$ cat src/rtl/l2_mem_arbiter_pkg.sv
// Shared LC-3b memory-side types used by the L2 memory arbiter.
package lc3b_types;

  localparam int WORD_BITS = 16;
  localparam int LINE_BITS = 128;

  typedef logic [LINE_BITS-1:0] lc3b_line;
  typedef logic [WORD_BITS-1:0] lc3b_word;

  typedef enum logic [1:0] {
    IDLE   = 2'd0,
    I_BUSY = 2'd1,
    D_RD   = 2'd2,
    D_WR   = 2'd3
  } arb_state_t;

  typedef enum logic {
    ARB_I = 1'b0,
    ARB_D = 1'b1
  } arb_side_t;

endpackage

$ cat src/rtl/l2_mem_arbiter.sv
// Arbitrates split I/D line requests onto one physical-memory port.
// Optional round-robin tie-break: define ARB_ROUND_ROBIN_EN (default: D side wins ties).
//
// state  | meaning
// IDLE   | no transaction; grants a pending request at the next edge
// I_BUSY | pmem read on behalf of the I side
// D_RD   | pmem read on behalf of the D side
// D_WR   | pmem write on behalf of the D side
module l2_mem_arbiter
  import lc3b_types::*;
#(
  parameter int ADDR_W = WORD_BITS,
  parameter int LINE_W = LINE_BITS
) (
  input  logic              clk,
  input  logic              reset_n,
  input  logic              i_mem_read,
  input  logic [ADDR_W-1:0] i_mem_address,
  output logic              i_mem_resp,
  output logic [LINE_W-1:0] i_mem_rdata,
  input  logic              d_mem_read,
  input  logic              d_mem_write,
  input  logic [ADDR_W-1:0] d_mem_address,
  input  logic [LINE_W-1:0] d_mem_wdata,
  output logic              d_mem_resp,
  output logic [LINE_W-1:0] d_mem_rdata,
  output logic              pmem_read,
  output logic              pmem_write,
  output logic [ADDR_W-1:0] pmem_address,
  output logic [LINE_W-1:0] pmem_wdata,
  input  logic              pmem_resp,
  input  logic [LINE_W-1:0] pmem_rdata
);

  arb_state_t        state_q, state_d;
  logic [ADDR_W-1:0] addr_q, addr_d;
  logic [LINE_W-1:0] wdata_q, wdata_d;
  logic              i_req, d_req, pick_d;

  assign i_req = i_mem_read;
  assign d_req = d_mem_read | d_mem_write;

`ifdef ARB_ROUND_ROBIN_EN
  arb_side_t last_grant_q, last_grant_d;

  assign pick_d = d_req && (!i_req || (last_grant_q == ARB_I));

  always_ff @(posedge clk) begin
    if (!reset_n) last_grant_q <= ARB_I;
    else          last_grant_q <= last_grant_d;
  end

  always_comb begin
    last_grant_d = last_grant_q;
    if (state_q == IDLE && (i_req || d_req)) begin
      last_grant_d = pick_d ? ARB_D : ARB_I;
    end
  end
`else
  assign pick_d = d_req;
`endif

  always_ff @(posedge clk) begin
    if (!reset_n) begin
      state_q <= IDLE;
      addr_q  <= '0;
      wdata_q <= '0;
    end else begin
      state_q <= state_d;
      addr_q  <= addr_d;
      wdata_q <= wdata_d;
    end
  end

  // Address/data latch only on a grant so busy states ignore requester changes.
  always_comb begin
    state_d = state_q;
    addr_d  = addr_q;
    wdata_d = wdata_q;
    unique case (state_q)
      IDLE: begin
        if (pick_d) begin
          addr_d = d_mem_address;
          if (d_mem_write) begin
            state_d = D_WR;
            wdata_d = d_mem_wdata;
          end else begin
            state_d = D_RD;
          end
        end else if (i_req) begin
          addr_d  = i_mem_address;
          state_d = I_BUSY;
        end
      end
      I_BUSY, D_RD, D_WR: begin
        if (pmem_resp) state_d = IDLE;
      end
      default: state_d = IDLE;
    endcase
  end

  // Ownership comes from the state, not the live request lines.
  always_comb begin
    pmem_read    = (state_q == I_BUSY) || (state_q == D_RD);
    pmem_write   = (state_q == D_WR);
    pmem_address = addr_q;
    pmem_wdata   = wdata_q;
    i_mem_resp   = (state_q == I_BUSY) && pmem_resp;
    d_mem_resp   = ((state_q == D_RD) || (state_q == D_WR)) && pmem_resp;
    i_mem_rdata  = i_mem_resp ? pmem_rdata : '0;
    d_mem_rdata  = d_mem_resp ? pmem_rdata : '0;
  end

endmodule
$ cat config.mk
export PLATFORM = sky130hd
export DESIGN_NAME = l2_mem_arbiter
export DESIGN_NICKNAME = d
export VERILOG_FILES = /design/src/rtl/l2_mem_arbiter_pkg.sv /design/src/rtl/l2_mem_arbiter.sv
export SDC_FILE = /design/constraint.sdc
export NUM_CORES = 1
export LEC_CHECK = 0
export CORE_AREA = 10 10 260 262
export DETAILED_ROUTE_END_ITERATION = 10
export DIE_AREA = 0 0 270 272
export PLACE_DENSITY = 0.37
export SYNTH_ARGS = -nofsm -noshare
export SYNTH_HDL_FRONTEND = slang
export SYNTH_SLANG_ARGS = --single-unit
$ cat constraint.sdc
create_clock -name clk -period 2 [get_ports clk]
set_clock_uncertainty 0.05 [all_clocks]
set_input_delay 0.3 -clock clk [delete_from_list [all_inputs] [get_ports clk]]
set_output_delay 0.3 -clock clk [all_outputs]
set_load 0.01 [all_outputs]
==> qor.yml <==
grt_pass1_vias: 9349
die_area_mm2: 0.07344
maxSlewViolCount: 0
tritoncts: "built"
reg2reg_slack_ns: 0.17
yosys_warnings: 0
core-area_mm2: 0.06250
firstDrtPassIters: 4
nets: 1974
cp.required_ns: 1.65
synthesis.nets: 1243
cts_buffer_depth: 2
cp_top_family: "buffers and inverters"
drv_cap: 0
drcViolationCount: 0
path_common_cell: "buf_12"
vias: 9541
clk-insertion-delay-late_ns: 0.44
io_buffers: 697
syn_avg_cell_area_um2: 8.132
grt_usage_pct: 14.49
row_count: 92
drtAntennaViolNets: 0
worst_setup_path_start_kind: "flip-flop"
slowest_stage: "dfxtp_4"
final_common_cell: "clkdlybuf4s50_1"
max_stage_delay_ns: 0.38
rsz0062_at_grt: "yes"
cp_num_buf_inv: 4
numCtsBuffers: 17
hp-start: "reset_n"
grt_pass1_wl_mm: 76.91
powerDensity_mw_per_mm2: 646.4
placed_area_mm2: 0.01595
routabilityCongestion: 0.8853
vias_per_cell: 3.759
ys_ff_latch: 146
criticalPathCategory: "reg2out"
clock-root-buffer: "clkbuf_16"
min_period_ns: 2.236
fp.dieW_um: 270
r2r_cells: 8
peakVddDrop_v: 0.0005859
hold_viol_final: 0
leakage_uw: 0.007376
crit_fanout: 17
max_freq_mhz: 447.2
finalCritPeriodShare_pct: 111.8
hold_buffers: 0
dp_slack_ns: -0.3024
worst_pin_slew_ns: 0.6733
drtIter0Drc: 402
drive_gt1_share_pct: 35.64
setup_viol: 258
grt_overflow: 0
wl_per_cell_um: 22.44
r2r_start: "state_q[1]"
final_cell_mix: "clkdlybuf4s50_1 (435), nand2_1 (257), buf_6 (152)"
r2r_end: "pmem_wdata[86]"
path_cells: "inv_4 -> ha_4 -> o21a_4 -> buf_12 -> buf_12 -> and2_1 -> buf_2"
antenna_found_initial: 10
postLayoutCellArea_mm2: 0.01737
violations: "setup timing"
htreeDepth: 4
ys_seq_area_share_pct: 38.03
hold_path_end: "pmem_address[2]"
maxSlewHeadroom_pct: 55.12
dpl.cell_count: 2465
setup_slack_ns: -0.2362
cts.sinks: 146
pin_count: 698
whs_ns: 0.2635
die-height_um: 272
hold_path_depth: 3
multi_input_area_mm2: 0.004780
arrival_ns: 1.89
initial_utilization_pct: 12.29
grt_start_max_net_pins: 65
hold_path_class: "in2reg"
path_clk_slew_ns: 0.06
fillerInstances: 6828
area_growth_syn_to_layout_pct: 126.1
syn_inst: 945
outcome: "finished, violations left"
critPathCaptureType: "output port"
syn_area_mm2: 0.007685
regArea_mm2: 0.002930
final_cells: 2538
drt_wl_total_mm: 56.95
synth_cell_types: 26
finalSetupTns_ns: -35.10
hpwl_mm: 45.19
[report_power, final]
part / switching [uW] / internal, uW
combinational: 2100 / 2600
clock: 1390 / 1780
sequential: 157 / 3210
[metal layers]
| metal | global-route usage (%) | vias to the layer above | part of all wire (%) |
|---|---|---|---|
| li1 | - | 4582 | - |
| met5 | 0 | - | 0.063 |
| met1 | 17.04 | 4537 | 42 |
| met3 | 5.880 | 56 | 8.4 |
| met4 | 3.755 | 6 | 2.0 |
| met2 | 24.10 | 360 | 48 |
[cell usage after synthesis]
master	number	area (um2)
buf_2	19	95.09
and2_1	129	807.0
nor2_4	1	11.26
ha_1	4	50.05
nand3b_1	1	7.510
clkbuf_2	1	5.000
o21a_1	1	7.510
nand2_1	258	968.4
a21boi_1	50	375.4
dfxtp_1	146	2923
buf_1	1	3.750
and2_4	1	8.760
nand2b_1	1	6.260
and3_1	128	800.8
o21ai_1	1	5.000
mux2i_1	16	160.2
inv_1	2	7.510
o31a_2	1	10.01
buf_6	9	101.4
a21oi_1	17	85.08
a21boi_0	9	67.56
clkbuf_1	53	198.9
nand3_1	2	10.01
clkbuf_8	7	96.34
o21ai_0	17	85.08
a21boi_2	70	788.3
[flip-flops by register name, summed over array words and instances (netlist names)]
signal and flops:
pmem_wdata 128, state_q 2, pmem_address 16
[kinds of logic (layout without fill, tap and decap cells)]
logic type / count (synthesis) / in the layout / share of synthesized area (%)
fa+ha+maj: 4 / 4 / 0.6513
mux: 16 / 16 / 2.084
compound gates: 166 / 169 / 18.53
simple gates: 521 / 521 / 34.09
buf+inv: 92 / 833 / 6.610
other cells: 0 / 3 / 0
flops: 146 / 146 / 38.03
[area by class of cell]
| type | count | area share [%] |
|---|---|---|
| diodes | 3 | 0.04321 |
| repair buffers | 799 | 46.18 |
| flip-flops and latches | 146 | 16.87 |
| clock inverters | 12 | 0.6193 |
| well taps | 846 | 6.092 |
| inverters | 2 | 0.05761 |
| clock buffers | 20 | 2.629 |
| multi-input cells | 710 | 27.51 |
[timing repair]
item                                    in CTS  in global routing
setup buffers                                6                 19
gates cloned                                10                  6
endpoints found under the setup margin     260                280
resized for setup                          976                446
endpoints found under the hold margin        0                  0
pin swaps                                   10                 25
[stage by stage]
stage               power [uW]  utilization [%]
floorplan                 4952                -
global placement          7523            25.51
detailed placement        7531            25.51
CTS                      11020            26.48
global route             11850            27.78
finish                   11230            27.80
[worst max-delay path by stage]
stage / start / end / slack [ns] / cells after the start
after floorplan: state_q[0] / d_mem_rdata[100] / 0.38 / 6
after global placement: state_q[0] / d_mem_rdata[8] / -0.29 / 6
after detailed placement: state_q[1] / d_mem_rdata[72] / -0.30 / 5
after CTS: state_q[0] / d_mem_rdata[52] / -0.29 / 7
after global routing: state_q[0] / d_mem_rdata[54] / -0.31 / 7
final: state_q[0] / d_mem_rdata[54] / -0.24 / 7
[tightest hold or removal path, delay by kind of cell]
family                 cells  cell delay, ns
buffers and inverters      1            0.24
AO/OA/AOI/OAI              2            0.16
(Power assumes the default switching activity.)
